--- src/rtl/fifo_pkg.sv ---
// Shared FIFO / UART transmit definitions: word width, frame size and the
// transmitter state encoding used by fifo_uart_tx.
package fifo_pkg;

  localparam int DATA_WIDTH      = 16;
  localparam int UART_FRAME_BITS = 10;

  typedef enum logic [2:0] {IDLE, FETCH, START, DATA, STOP} uart_tx_state_e;

  // Counter width for a modulus of n, never narrower than one bit.
  function automatic int cnt_width(input int n);
    return (n > 1) ? $clog2(n) : 1;
  endfunction

endpackage

--- src/rtl/uart_baud_tick.sv ---
// Bit-period timer: emits a single-cycle tick on the last clock of every
// CLKS_PER_BIT-cycle bit period. Held at zero while clear is high so the
// first bit after clear is a full period.
module uart_baud_tick
  import fifo_pkg::*;
#(
  parameter int CLKS_PER_BIT = 4
) (
  input  logic clk,
  input  logic rst,
  input  logic clear,
  output logic tick
);

  localparam int CNT_W = cnt_width(CLKS_PER_BIT);
  localparam logic [CNT_W-1:0] LAST = CNT_W'(CLKS_PER_BIT - 1);

  logic [CNT_W-1:0] cnt;

  // Count 0..CLKS_PER_BIT-1 and wrap at each bit boundary.
  always_ff @(posedge clk) begin
    if (rst || clear) begin
      cnt <= '0;
    end else if (cnt == LAST) begin
      cnt <= '0;
    end else begin
      cnt <= cnt + 1'b1;
    end
  end

  assign tick = (cnt == LAST) && !clear;

endmodule

--- src/rtl/fifo_uart_tx.sv ---
// FIFO-draining UART transmitter: pops one word, sends it as 8N1 frames,
// least-significant byte first, on a registered, idle-high tx line.
module fifo_uart_tx
  import fifo_pkg::*;
#(
  parameter int DATA_WIDTH   = fifo_pkg::DATA_WIDTH,
  parameter int CLKS_PER_BIT = 4
) (
  input  logic                  clk,
  input  logic                  rst,
  input  logic [DATA_WIDTH-1:0] rd_data,
  input  logic                  empty,
  input  logic                  full,
  output logic                  rd_en,
  output logic                  tx,
  output logic                  busy
);

  localparam int BYTES_PER_WORD = DATA_WIDTH / 8;
  localparam int BI_W           = cnt_width(BYTES_PER_WORD);
  localparam logic [BI_W-1:0] LAST_BYTE = BI_W'(BYTES_PER_WORD - 1);

  if (CLKS_PER_BIT < 2) begin : g_bad_cpb
    $error("fifo_uart_tx: CLKS_PER_BIT must be >= 2");
  end
  if ((DATA_WIDTH % 8) != 0 || DATA_WIDTH < 8) begin : g_bad_width
    $error("fifo_uart_tx: DATA_WIDTH must be a non-zero multiple of 8");
  end

  uart_tx_state_e        state;
  logic [DATA_WIDTH-1:0] shreg;
  logic [2:0]            bit_idx;
  logic [BI_W-1:0]       byte_idx;
  logic                  tick;
  logic                  baud_clear;
  logic                  unused_full;

  // The full flag has no role on the consumer side.
  assign unused_full = full;

  // Bit timing restarts from zero whenever a new word is being set up.
  assign baud_clear = (state == IDLE) || (state == FETCH);

  uart_baud_tick #(
    .CLKS_PER_BIT(CLKS_PER_BIT)
  ) u_baud (
    .clk  (clk),
    .rst  (rst),
    .clear(baud_clear),
    .tick (tick)
  );

  // Pop only from IDLE; IDLE always exits to FETCH, so pops never repeat.
  assign rd_en = (state == IDLE) && !empty && !rst;

  // Transmit FSM; tx and busy are loaded with the value for the state being
  // entered, so the line changes in the same cycle as the state.
  always_ff @(posedge clk) begin
    if (rst) begin
      state    <= IDLE;
      shreg    <= '0;
      bit_idx  <= '0;
      byte_idx <= '0;
      tx       <= 1'b1;
      busy     <= 1'b0;
    end else begin
      case (state)
        IDLE: begin
          tx <= 1'b1;
          if (!empty) begin
            state <= FETCH;
            busy  <= 1'b1;
          end
        end
        FETCH: begin
          shreg    <= rd_data;
          byte_idx <= '0;
          bit_idx  <= '0;
          tx       <= 1'b0;
          state    <= START;
        end
        START: begin
          if (tick) begin
            state   <= DATA;
            bit_idx <= '0;
            tx      <= shreg[0];
          end
        end
        DATA: begin
          if (tick) begin
            // Shifting on every bit leaves the next byte's LSB in shreg[0].
            shreg <= shreg >> 1;
            if (bit_idx == 3'd7) begin
              state <= STOP;
              tx    <= 1'b1;
            end else begin
              bit_idx <= bit_idx + 1'b1;
              tx      <= shreg[1];
            end
          end
        end
        STOP: begin
          if (tick) begin
            if (byte_idx < LAST_BYTE) begin
              byte_idx <= byte_idx + 1'b1;
              state    <= START;
              tx       <= 1'b0;
            end else begin
              state <= IDLE;
              busy  <= 1'b0;
              tx    <= 1'b1;
            end
          end
        end
        default: begin
          state <= IDLE;
          busy  <= 1'b0;
          tx    <= 1'b1;
        end
      endcase
    end
  end

endmodule

--- config.mk ---
export PLATFORM = sky130hd
export DESIGN_NAME = fifo_uart_tx
export DESIGN_NICKNAME = d
export VERILOG_FILES = /design/src/rtl/fifo_pkg.sv /design/src/rtl/uart_baud_tick.sv /design/src/rtl/fifo_uart_tx.sv
export SDC_FILE = /design/constraint.sdc
export NUM_CORES = 1
export LEC_CHECK = 0
export ABC_AREA = 0
export ABC_CLOCK_PERIOD_IN_PS = 1600
export BUFFER_PORTS_ARGS = -buffer_cell sky130_fd_sc_hd__buf_4
export CAP_MARGIN = 20
export CELL_PAD_IN_SITES_DETAIL_PLACEMENT = 2
export CELL_PAD_IN_SITES_GLOBAL_PLACEMENT = 2
export CORE_MARGIN = 5
export CORE_UTILIZATION = 29
export CTS_CLUSTER_DIAMETER = 50
export DETAILED_ROUTE_END_ITERATION = 10
export HOLD_SLACK_MARGIN = 0.12
export PLACE_DENSITY_LB_ADDON = 0.08
export SLEW_MARGIN = 10
export SYNTH_ARGS = -nofsm -noshare
export SYNTH_HDL_FRONTEND = slang
export SYNTH_SLANG_ARGS = --single-unit
--- constraint.sdc ---
create_clock -name clk -period 1.6 [get_ports clk]
set_input_delay 0.08 -clock clk [delete_from_list [all_inputs] [get_ports clk]]
set_output_delay 0.08 -clock clk [all_outputs]
set_load 0.03 [all_outputs]
==> PnR_summary.wiki, run 1 <==
{| class="wikitable"
! Metric !! Value
|-
| First-pass GRT wire length || 6970 µm
|-
| Post-route clock skew || 0.00209 ns
|-
| Main combinational cell family by area after synthesis || simple AND/OR/NAND/NOR gates
|-
| Post-synthesis compound-gate area fraction || a little over a fifth
|-
| Setup WS post-layout || -0.0118 ns
|-
| GR Overflow Total || 0
|-
| Via count of the first global-routing pass || approximately 1500
|-
| Global router's overall resource usage || ~14%
|-
| Initial antenna violation count || 0
|-
| Slew at the pin with the worst max-slew slack || ~0.36 ns
|-
| Final Slew Violations || 0
|-
| Share of power burned in combinational logic || between 20% and 30%
|-
| Setup crit start kind || flip-flop
|-
| Status || complete, but fails checks
|-
| Total half-perimeter wirelength after legalization and detailed placement || between 2000 and 3000 µm
|-
| Synthesis-to-finish area growth || 43.1%
|-
| Bufs and invs on worst path || 0
|-
| Arrival time of the worst setup path || 1.79 ns
|-
| Highest clock frequency the design can meet || ~620 MHz
|-
| Horizontal die dimension || about 77 µm
|-
| Critical path's largest stage delay || between 0.3 and 0.4 ns
|-
| Areal power density over the cells || 853 nW/µm²
|-
| Crit-path max FO || 3
|-
| TritonCTS clock tree || yes
|-
| Final routed wirelength across all metal layers || ~4200 µm
|-
| DRC violations left || 0
|-
| Max Root-Sink Buffers || 2
|-
| MaxCap Viol Count || 0
|-
| Initial cell density of the core || between 20% and 30%
|-
| DRT iter0 DRCs || 49
|-
| Fraction of synthesized area in multiplexers || between 2 and 2.5%
|-
| Total standard cell area after synthesis || around 1300 µm²
|-
| Average wire per cell in the routed design || between 15 and 20 µm
|-
| Worst slew margin relative to its limit || roughly three quarters
|-
| Weighted congestion at the end of routability-driven global placement || slightly below 0.7
|-
| Violated checks || negative setup slack
|-
| Synth Net Count || ~180
|-
| Unrepaired setup endpoints after global routing || yes
|-
| Clock insertion delay at the later pin of the skew report || 0.28 ns
|-
| Final standard cell count with taps included and fillers excluded || 252
|-
| Peak VDD IR || 0.382 mV
|-
| Root buffer selected by CTS || sky130_fd_sc_hd__clkbuf_8
|-
| Cell with the most instances on the worst path || sky130_fd_sc_hd__ha_4
|-
| Count of flip-flops with a built-in enable after synthesis || 0
|-
| Adder and majority cell fraction of the synthesized area || under 10%
|-
| H-tree levels || 1
|-
| Top Ports || 23
|-
| Sequential Power Share || 49.0%
|-
| Portion of the clock cycle consumed by the worst path in the final layout || 101%
|-
| Highest-count cells in the layout ignoring fill and taps || 33 x sky130_fd_sc_hd__nand2_1, 32 x sky130_fd_sc_hd__buf_4, 24 x sky130_fd_sc_hd__nor2_1, 23 x sky130_fd_sc_hd__dfxtp_1, 16 x sky130_fd_sc_hd__dlygate4sd3_1
|-
| Length in cells of the worst reg-to-reg path || 6
|-
| Maximum number of pins on one net before global-route repair || 31
|-
| Endpoint of the worst-slack reg-to-reg timing path || bit_idx[0]
|-
| Antenna fix cells || 0
|-
| Number of optimization iterations in the first detailed-route pass || 4
|-
| Number of buffers added by the clock tree synthesis step || 3
|-
| Destination of the critical timing path || bit_idx[0]
|-
| Most used flip-flop cell after synthesis || sky130_fd_sc_hd__dfxtp_1
|-
| DRT antenna net count || 0
|-
| Warnings from Yosys || 0
|-
| Reg-to-reg slack, setup || -0.01 ns
|-
| Time the final worst path needs with I/O delays and setup || 1.61 ns
|-
| Core ar. || about 4400 µm²
|-
| Start-to-end type of the worst setup path || reg -> reg
|-
| Crit-path leading delay family || compound AO/OA/AOI/OAI gates
|-
| Worst setup path startpoint || bit_idx[1]
|-
| Synth Area in Simple Gates || 26.7%
|-
| Post-synthesis area per instance || a little over 8 µm²
|-
| Total number of clock tree sinks || 27
|-
| Number of cells on the critical path || 6
|-
| Total of buffers placed on input and output ports || 21
|-
| Clock network power share || between 20% and 30%
|-
| Standard-cell row count || 24
|-
| Clock slew seen by the registers of the worst setup and hold paths || approximately 0.1 ns
|-
| Placed Cells incl. Taps || between 200 and 250
|-
| Nature of the critical path endpoint || flip-flop
|-
| Setup Viol. Count Final || 1
|-
| Die area || 5980 µm²
|-
| Net switching share of the total power || 30.7%
|-
| Average via count per standard cell || between 5 and 6
|-
| Final Hold Viols || 0
|-
| Post-route core utilization || 42.9%
|-
| Part of the Yosys area used for sequential elements || around 41%
|-
| Static Leakage || approximately 0.74 nW
|-
| Library cells used by synthesis || 38
|-
| Vias after detailed routing || between 1000 and 1500
|-
| Data required time at the worst endpoint || roughly 1.8 ns
|-
| Internal Pwr Total || 1.11 mW
|-
| Fin nets || ~220
|-
| Type of the worst min-delay path || in -> reg
|-
| Instance count of the mapped netlist || ~160
|-
| Switching power of the nets || 493 µW
|-
| RR Startpoint || bit_idx[1]
|-
| CP cell instances || ha_4 -> ha_4 -> a21bo_2 -> a211o_1 -> nor2b_4 -> mux2_4
|-
| Master of the slowest instance on the critical path || sky130_fd_sc_hd__dfxtp_2
|-
| Die outline height || about 77 µm
|-
| Fraction of registers with async set/reset || 0%
|-
| Most common cell after layout, fill and taps aside || sky130_fd_sc_hd__nand2_1
|-
| Proportion of layout cells with a drive suffix above 1 || slightly below 30%
|-
| Parity-gate share of the synthesized area counting xor and xnor cells || 0%
|-
| Register bit total from synthesis || 27
|}
-- final cells by class --
type                       count  area [µm²]
fill                         489        2500
multi-input combinational    116         751
sequential                    27         546
timing repair buffer          51         465
tap                           52        65.1
clock buffer                   3        41.3
inverter                       2        7.51
clock inverter                 1        5.00
-- cell usage after synthesis (2+ instances only) --
cell type	n	share of area, %
sky130_fd_sc_hd__ha_1	3	2.9
sky130_fd_sc_hd__nand3_1	2	0.76
sky130_fd_sc_hd__dfxtp_1	27	41
sky130_fd_sc_hd__nand2_1	33	9.4
sky130_fd_sc_hd__o21ai_0	2	0.76
sky130_fd_sc_hd__inv_1	2	0.57
sky130_fd_sc_hd__buf_2	6	2.3
sky130_fd_sc_hd__clkbuf_1	4	1.1
sky130_fd_sc_hd__nor4_1	3	1.4
sky130_fd_sc_hd__a311oi_1	15	10
sky130_fd_sc_hd__buf_4	3	1.7
sky130_fd_sc_hd__a22o_1	2	1.3
sky130_fd_sc_hd__a21oi_1	2	0.76
sky130_fd_sc_hd__mux2i_1	2	1.5
sky130_fd_sc_hd__nor2b_1	3	1.4
sky130_fd_sc_hd__nor2_1	24	6.9
sky130_fd_sc_hd__nor3b_1	2	1.1
sky130_fd_sc_hd__nand2b_1	2	0.95
sky130_fd_sc_hd__nor3_1	2	0.76
-- registers in the layout, indices dropped and copies added (netlist names) --
register / cells
shreg: 16
tx: 1
u_baud.cnt: 2
byte_idx: 1
busy: 1
state: 3
bit_idx: 3
-- repair_timing --
item                                    CTS  global route
pin swaps                                 5             5
buffers inserted                          1             0
hold endpoints to repair                 16             0
endpoints found under the setup margin   18            21
cloned                                    0             1
resized for setup                         6             6
hold buffers                             16             0
-- power groups by stage --
stage                     combinational [mW]  sequential, mW  clock (mW)
after detailed placement               0.336           0.800           0
after CTS                              0.376           0.785       0.415
after global routing                   0.444           0.795       0.457
after global placement                 0.316           0.795           0
after floorplan                        0.215           0.791           0
final                                  0.402           0.787       0.416
-- per-stage QoR --
| step | hold slack (ns) | power, mW | instance area [µm²] | worst slack (ns) | TNS, ns |
|---|---|---|---|---|---|
| floorplan | 0.242 | 1.01 | 1330 | 0.00188 | 0 |
| global placement | 0.359 | 1.11 | 1600 | -0.00488 | -0.00488 |
| CTS | 0.163 | 1.58 | 1840 | -0.0494 | -0.0534 |
| detailed placement | 0.369 | 1.14 | 1600 | -0.0546 | -0.108 |
| global route | 0.193 | 1.70 | 1880 | -0.0548 | -0.184 |
| finish | 0.159 | 1.60 | 1880 | -0.0118 | -0.0118 |
-- routing by layer --
metal  track usage [%]  part of all wire, %  up-vias
li1                  -                    -      643
met1              18.0                   48      639
met2              23.7                   49       16
met3              3.04                  2.7        0
met4              2.41                    0        0
met5                 0                    0        -
-- worst reg2reg max path: stages, from the launching register on --
cell and delay (ns):
sky130_fd_sc_hd__dfxtp_2 0.35, sky130_fd_sc_hd__ha_4 0.16, sky130_fd_sc_hd__ha_4 0.15, sky130_fd_sc_hd__a21bo_2 0.18, sky130_fd_sc_hd__a211o_1 0.26, sky130_fd_sc_hd__nor2b_4 0.14
sky130_fd_sc_hd__mux2_4 0.26
-- kinds of logic (layout without fill, tap and decap cells) --
logic type,Yosys count,in the layout
AND/OR/NAND/NOR,78,78
AO/OA/AOI/OAI,32,32
flip-flops,27,27
buffers and inverters,15,57
adder cells (fa/ha/maj),3,3
multiplexers,3,3
-- how the worst min path moves through the flow --
stage                          start  endpoint  cells past startpoint
after global routing             rst  state[2]                      2
after CTS                      empty      busy                      4
after floorplan           rd_data[0]  shreg[0]                      2
after global placement    rd_data[3]  shreg[3]                      3
final                          empty      busy                      4
after detailed placement  rd_data[3]  shreg[3]                      3
Power figures use the tool's default switching activity.
==> run 2, diff against run 1 <==
- SETUP_SLACK_MARGIN: default -> 0.05
==> run 2 against run 1 <==
  * Clock power is 3% lower
  * Critical path depth stayed put
  * Worst hold slack better by 0.0021 ns
  * The run still ends with negative setup slack left
  * Total power is 1.0% lower
  * Sequential power is 0.6% lower
  * Cell count stayed put
  * Largest power group unchanged
  * Highest routed layer is now met4
  * Design area is 0.27% higher
  * Register-to-register slack worse by 0.03 ns
  * Critical endpoint unchanged
  * Via count is 0.15% lower
  * Clock skew is 0.00052 ns lower
==> PnR_summary.wiki, run 2 (synthesis gave the netlist of run 1 again) <==
{| class="wikitable"
! Metric !! Value
|-
| H-tree levels || 1
|-
| Max Root-Sink Buffers || 2
|-
| Initial antenna violation count || 0
|-
| Largest register by flop count || shreg
|-
| Number of cells on the critical path || 6
|-
| Crit-path max FO || 3
|-
| Bufs and invs on worst path || 0
|-
| Vias after detailed routing || 1296
|-
| Arrival time of the worst setup path || ~1.8 ns
|-
| Clock slew seen by the registers of the worst setup and hold paths || around 0.10 ns
|-
| Length in cells of the worst reg-to-reg path || 6
|-
| Total number of clock tree sinks || 27
|-
| CP cell instances || ha_4 -> ha_4 -> a21bo_2 -> a211o_1 -> nor2b_4 -> mux2_4
|-
| Synthesis-to-finish area growth || 43.5%
|-
| Post-route core utilization || 43.0%
|-
| Global router's overall resource usage || 13.4%
|-
| Clock network power share || 25.5%
|-
| Final Hold Viols || 0
|-
| Setup WS post-layout || -0.0387 ns
|-
| Violated checks || negative setup slack
|-
| Portion of the clock cycle consumed by the worst path in the final layout || 102%
|-
| Start-to-end type of the worst setup path || reg -> reg
|-
| Final routed wirelength across all metal layers || just over 4000 µm
|-
| Total of buffers placed on input and output ports || 21
|-
| Final standard cell count with taps included and fillers excluded || roughly 250
|-
| Average wire per cell in the routed design || between 15 and 20 µm
|-
| DRC violations left || 0
|-
| Switching power of the nets || between 400 and 500 µW
|-
| Placement-stage cell area || between 1500 and 2000 µm²
|-
| Nature of the critical path endpoint || flip-flop
|-
| Final Slew Violations || 0
|-
| TritonCTS clock tree || yes
|-
| Areal power density over the cells || between 800 and 900 nW/µm²
|-
| Horizontal die dimension || approximately 77 µm
|-
| Setup crit start kind || flip-flop
|-
| Power Total || 1.59 mW
|-
| Static Leakage || 0.742 nW
|-
| Total half-perimeter wirelength after legalization and detailed placement || between 2000 and 3000 µm
|-
| GR Overflow Total || 0
|-
| Share of power burned in combinational logic || approximately a quarter
|-
| Flip-flop count of the largest register after layout || 16
|-
| Proportion of layout cells with a drive suffix above 1 || 29.5%
|-
| Net switching share of the total power || between 20 and 30%
|-
| Unrepaired setup endpoints after global routing || yes
|-
| Time the final worst path needs with I/O delays and setup || 1.64 ns
|-
| Number of optimization iterations in the first detailed-route pass || 4
|-
| Fin nets || ~220
|-
| Die area || roughly 6000 µm²
|-
| Maximum number of pins on one net before global-route repair || 31
|-
| Cell with the most instances on the worst path || sky130_fd_sc_hd__ha_4
|-
| Type of the worst min-delay path || in -> reg
|-
| Highest-count cells in the layout ignoring fill and taps || 33 x sky130_fd_sc_hd__nand2_1, 32 x sky130_fd_sc_hd__buf_4, 24 x sky130_fd_sc_hd__nor2_1, 22 x sky130_fd_sc_hd__dfxtp_1, 16 x sky130_fd_sc_hd__dlygate4sd3_1
|-
| Post-route clock skew || around 0.0016 ns
|-
| Total non-filler cell area in the finished layout || between 1500 and 2000 µm²
|-
| Setup Viol. Count Final || 2
|-
| Core ar. || approximately 4400 µm²
|-
| Crit-path leading delay family || compound AO/OA/AOI/OAI gates
|-
| DRT antenna net count || 0
|-
| Peak VDD IR || 0.300 mV
|-
| First-pass GRT wire length || 6710 µm
|-
| Average via count per standard cell || 5.14
|-
| Die outline height || 77.3 µm
|-
| Placed Cells incl. Taps || about 230
|-
| Via count of the first global-routing pass || about 1400
|-
| Worst hold path stage count || 4
|-
| Initial cell density of the core || about 30%
|-
| Root buffer selected by CTS || sky130_fd_sc_hd__clkbuf_8
|-
| Largest registers ranked by flip-flop count || shreg x16, bit_idx x3, state x3
|-
| Slew at the pin with the worst max-slew slack || roughly 0.37 ns
|-
| Antenna fix cells || 0
|-
| Top Ports || 23
|-
| Master of the slowest instance on the critical path || sky130_fd_sc_hd__dfxtp_2
|-
| Standard-cell row count || 24
|-
| Internal Pwr Total || 1.11 mW
|-
| Sequential Power Share || roughly half
|-
| Worst slew margin relative to its limit || between 70% and 80%
|-
| Data required time at the worst endpoint || approximately 1.8 ns
|-
| Highest clock frequency the design can meet || 610 MHz
|-
| DRT iter0 DRCs || 41
|-
| Status || complete, but fails checks
|-
| Weighted congestion at the end of routability-driven global placement || ~0.74
|-
| Number of buffers added by the clock tree synthesis step || 3
|-
| Worst hold slack || around 0.16 ns
|-
| MaxCap Viol Count || 0
|-
| Most common cell after layout, fill and taps aside || sky130_fd_sc_hd__nand2_1
|-
| Clock insertion delay at the later pin of the skew report || 0.27 ns
|-
| Critical path's largest stage delay || about 0.35 ns
|}
## run 2: power by group through the flow
stage,Clock [mW],Combinational [mW],Sequential (mW)
after floorplan,0,0.215,0.791
after global placement,0,0.324,0.791
after detailed placement,0,0.343,0.796
after CTS,0.420,0.375,0.781
after global routing,0.445,0.445,0.791
final,0.405,0.401,0.782
## run 2: final cells by class
class / instances / area, µm²
fillers: 491 / 2500
multi-input cells: 116 / 752
flip-flops and latches: 27 / 547
repair buffers: 51 / 465
well taps: 52 / 65.1
clock buffers: 3 / 41.3
clock inverters: 1 / 7.51
inverters: 2 / 7.51
## run 2: through the flow
step	worst slack [ns]	setup TNS, ns
global placement	0.0118	0
CTS	-0.0483	-0.0569
detailed placement	-0.0346	-0.0376
global route	-0.0796	-0.151
finish	-0.0387	-0.0408
floorplan	0.0380	0
## run 2: metal layers
layer	vias to the layer above	track usage, %	wire length, µm
li1	644	-	-
met1	638	17.7	1950
met2	12	23.3	2030
met3	2	2.11	88
met4	0	2.06	14
met5	-	0	0
## run 2: final timing paths
kind / start / endpoint / slack (ns)
max: bit_idx[1] / bit_idx[0] / -0.04
min: empty / busy / 0.16
max reg2reg: bit_idx[1] / bit_idx[0] / -0.04
min reg2reg: u_baud.cnt[0] / u_baud.cnt[0] / 0.43
## run 2: worst register-to-register path, stage by stage (launching register included)
cell                      delay (ns)
sky130_fd_sc_hd__dfxtp_2        0.35
sky130_fd_sc_hd__ha_4           0.16
sky130_fd_sc_hd__ha_4           0.16
sky130_fd_sc_hd__a21bo_2        0.19
sky130_fd_sc_hd__a211o_1        0.28
sky130_fd_sc_hd__nor2b_4        0.14
sky130_fd_sc_hd__mux2_4         0.26
## run 2: what timing repair did
action / 4_1_cts / 5_1_grt
gates cloned: 0 / 1
hold buffers: 16 / 0
gates resized for setup: 1 / 8
endpoints found under the setup margin: 12 / 21
hold endpoints to repair: 16 / 0
pin swaps: 1 / 3
setup buffers: 1 / 1
==> run 3, diff against run 2 <==
- ABC_CLOCK_PERIOD_IN_PS: 1600 -> 1800
- CORE_ASPECT_RATIO: default -> 0.9
- CORE_UTILIZATION: 29 -> 32
- clock period: 1.6 -> 1.8 ns (I/O delays scaled with it)
==> run 3 against run 2 <==
  * The flow now finishes without violations
  * Sequential share of layout area up 1.2 points
  * Non-clock buffer count down 4
  * Via count rose by 0.46%
  * Count of clock-buffer cells in the layout up 1
  * Setup slack improved by 0.15 ns
  * Critical path depth did not move
  * Design area decreased by 4.6%
  * Core utilization grew 1.7 points
  * Combinational power is 21% lower
==> PnR_summary.wiki, run 3 (synthesis gave the netlist of run 1 again) <==
{| class="wikitable"
! Metric !! Value
|-
| Static Leakage || ~0.7 nW
|-
| Peak VDD IR || between 0.2 and 0.3 mV
|-
| Clock insertion delay at the later pin of the skew report || roughly 0.28 ns
|-
| Sequential Power Share || approximately half
|-
| First-pass GRT wire length || 6380 µm
|-
| H-tree levels || 1
|-
| Worst hold path endpoint || busy
|-
| Average wire per cell in the routed design || 15.6 µm
|-
| Average via count per standard cell || about 5.3
|-
| Slew at the pin with the worst max-slew slack || just under 0.5 ns
|-
| Vias after detailed routing || around 1300
|-
| Nature of the critical path endpoint || flip-flop
|-
| MaxCap Viol Count || 0
|-
| Largest register by flop count || shreg
|-
| Critical path's largest stage delay || 0.35 ns
|-
| Length in cells of the worst reg-to-reg path || 6
|-
| Reg-to-reg slack, setup || 0.11 ns
|-
| Worst hold path stage count || 4
|-
| Areal power density over the cells || ~760 nW/µm²
|-
| Clock slew seen by the registers of the worst setup and hold paths || ~0.10 ns
|-
| Antenna fix cells || 0
|-
| Number of buffers added by the clock tree synthesis step || 3
|-
| Internal Pwr Total || ~970 µW
|-
| Die outline height || around 71 µm
|-
| Post-route clock skew || 0.00783 ns
|-
| Placement-stage cell area || about 1500 µm²
|-
| Root buffer selected by CTS || sky130_fd_sc_hd__clkbuf_8
|-
| Crit-path max FO || 3
|-
| Core ar. || approximately 4000 µm²
|-
| DRT antenna net count || 0
|-
| Data required time at the worst endpoint || 1.97 ns
|-
| Total half-perimeter wirelength after legalization and detailed placement || about 2600 µm
|-
| Time the final worst path needs with I/O delays and setup || 1.69 ns
|-
| CP cell instances || ha_4 -> ha_4 -> a21bo_2 -> a211o_1 -> nor2b_4 -> mux2_4
|-
| Worst slew margin relative to its limit || 67.3%
|-
| Highest clock frequency the design can meet || 591 MHz
|-
| Total non-filler cell area in the finished layout || 1800 µm²
|-
| Final Hold Viols || 0
|-
| Maximum number of pins on one net before global-route repair || 31
|-
| Largest registers ranked by flip-flop count || shreg x16, bit_idx x3, state x3
|-
| Weighted congestion at the end of routability-driven global placement || 0.774
|-
| Arrival time of the worst setup path || 1.86 ns
|-
| Type of the worst min-delay path || in -> reg
|-
| Source of the worst hold timing path || empty
|-
| Final routed wirelength across all metal layers || 3800 µm
|-
| Global router's overall resource usage || between 10 and 15%
|-
| Most common cell after layout, fill and taps aside || sky130_fd_sc_hd__nand2_1
|-
| Fin nets || 220
|-
| Via count of the first global-routing pass || 1337
|-
| Total of buffers placed on input and output ports || 21
|-
| Net switching share of the total power || 29.3%
|-
| Proportion of layout cells with a drive suffix above 1 || 24.5%
|-
| Number of optimization iterations in the first detailed-route pass || 4
|-
| Horizontal die dimension || about 78 µm
|-
| Start-to-end type of the worst setup path || reg -> reg
|-
| Flip-flop count of the largest register after layout || 16
|-
| Standard-cell row count || 22
|-
| GR Overflow Total || 0
|-
| Setup crit start kind || flip-flop
|-
| Die area || between 5000 and 6000 µm²
|-
| Total number of clock tree sinks || 27
|-
| Master of the slowest instance on the critical path || sky130_fd_sc_hd__dfxtp_1
|-
| DRC violations left || 0
|-
| DRT iter0 DRCs || 56
|-
| TNS Setup || 0 ns
|-
| Max Root-Sink Buffers || 2
|-
| Initial antenna violation count || 0
|-
| RR Startpoint || bit_idx[1]
|-
| Status || finished clean
|-
| Switching power of the nets || roughly 400 µW
|-
| Synthesis-to-finish area growth || 36.9%
|-
| Cell with the most instances on the worst path || sky130_fd_sc_hd__ha_4
|-
| Clock network power share || 25.9%
|-
| Unrepaired setup endpoints after global routing || no
|-
| TritonCTS clock tree || yes
|-
| Top Ports || 23
|-
| Setup Viol. Count Final || 0
|-
| Share of power burned in combinational logic || between 20% and 30%
|-
| Initial cell density of the core || 32.7%
|-
| Final Slew Violations || 0
|-
| Portion of the clock cycle consumed by the worst path in the final layout || roughly 94%
|-
| Number of fill cells || 451
|-
| Endpoint of the worst-slack reg-to-reg timing path || bit_idx[0]
|-
| Highest-count cells in the layout ignoring fill and taps || 33 x sky130_fd_sc_hd__nand2_1, 30 x sky130_fd_sc_hd__buf_4, 25 x sky130_fd_sc_hd__dfxtp_1, 24 x sky130_fd_sc_hd__nor2_1, 16 x sky130_fd_sc_hd__dlygate4sd3_1
|}
[run 3: cell types whose count changed in the layout (fill, tap and decap cells not counted), sizes merged]
cell,delta
buf,-3
clkinvlp,-1
[run 3: stage by stage]
step	std cells	hold WS (ns)	power [mW]	setup slack (ns)	util, %
floorplan	158	0.252	0.890	0.104	-
global placement	222	0.370	0.977	0.0614	38.2
detailed placement	222	0.378	0.996	-0.0366	38.2
CTS	243	0.157	1.38	0.0744	43.8
global route	244	0.194	1.45	0.0640	44.7
finish	244	0.161	1.37	0.107	44.7
[run 3: cell type report]
cell class / instances / area [µm²] / area share [%]
Inverter: 2 / 7.51 / 0.418
Sequential cell: 27 / 543 / 30.2
Tap cell: 48 / 60.1 / 3.34
Clock buffer: 4 / 45.0 / 2.51
Timing Repair Buffer: 47 / 405 / 22.5
Multi-Input combinational cell: 116 / 737 / 41.0
[run 3: worst max path at each step]
stage / depth (start not counted) / from / end / slack, ns
2_1_floorplan: 6 / bit_idx[0] / bit_idx[0] / 0.10
3_3_place_gp: 6 / bit_idx[0] / bit_idx[0] / 0.06
4_1_cts: 6 / bit_idx[0] / bit_idx[0] / 0.07
5_1_grt: 6 / bit_idx[1] / bit_idx[0] / 0.06
6_report: 6 / bit_idx[1] / bit_idx[0] / 0.11
3_5_place_dp: 6 / bit_idx[0] / bit_idx[0] / -0.04
[run 3: critical path: cells and delay by family, from the launching register on]
kind / cells / cell delay [ns]
AO/OA/AOI/OAI: 2 / 0.51
adder cells (fa/ha/maj): 2 / 0.32
flip-flops: 1 / 0.35
multiplexers: 1 / 0.27
AND/OR/NAND/NOR: 1 / 0.14
[run 3: what timing repair did]
item                                    CTS  global route
setup buffers                             1             1
endpoints found under the setup margin    3             6
hold endpoints to repair                 16             0
pin swaps                                 1             1
hold buffers                             16             0
gates resized for setup                   4             7
[run 3: power groups by stage]
stage / Sequential [mW] / Combinational, mW / Clock (mW)
6_report: 0.697 / 0.317 / 0.355
3_3_place_gp: 0.707 / 0.271 / 0
5_1_grt: 0.706 / 0.351 / 0.392
3_5_place_dp: 0.711 / 0.285 / 0
2_1_floorplan: 0.704 / 0.187 / 0
4_1_cts: 0.697 / 0.318 / 0.369
[run 3: metal layers]
metal  wire length [µm]  up-vias  global-route usage [%]
met5                  0        -                       0
met4                 37        0                    3.44
met3                123        4                    3.82
met2               1810       16                    23.1
met1               1830      644                    18.8
li1                   -      638                       -
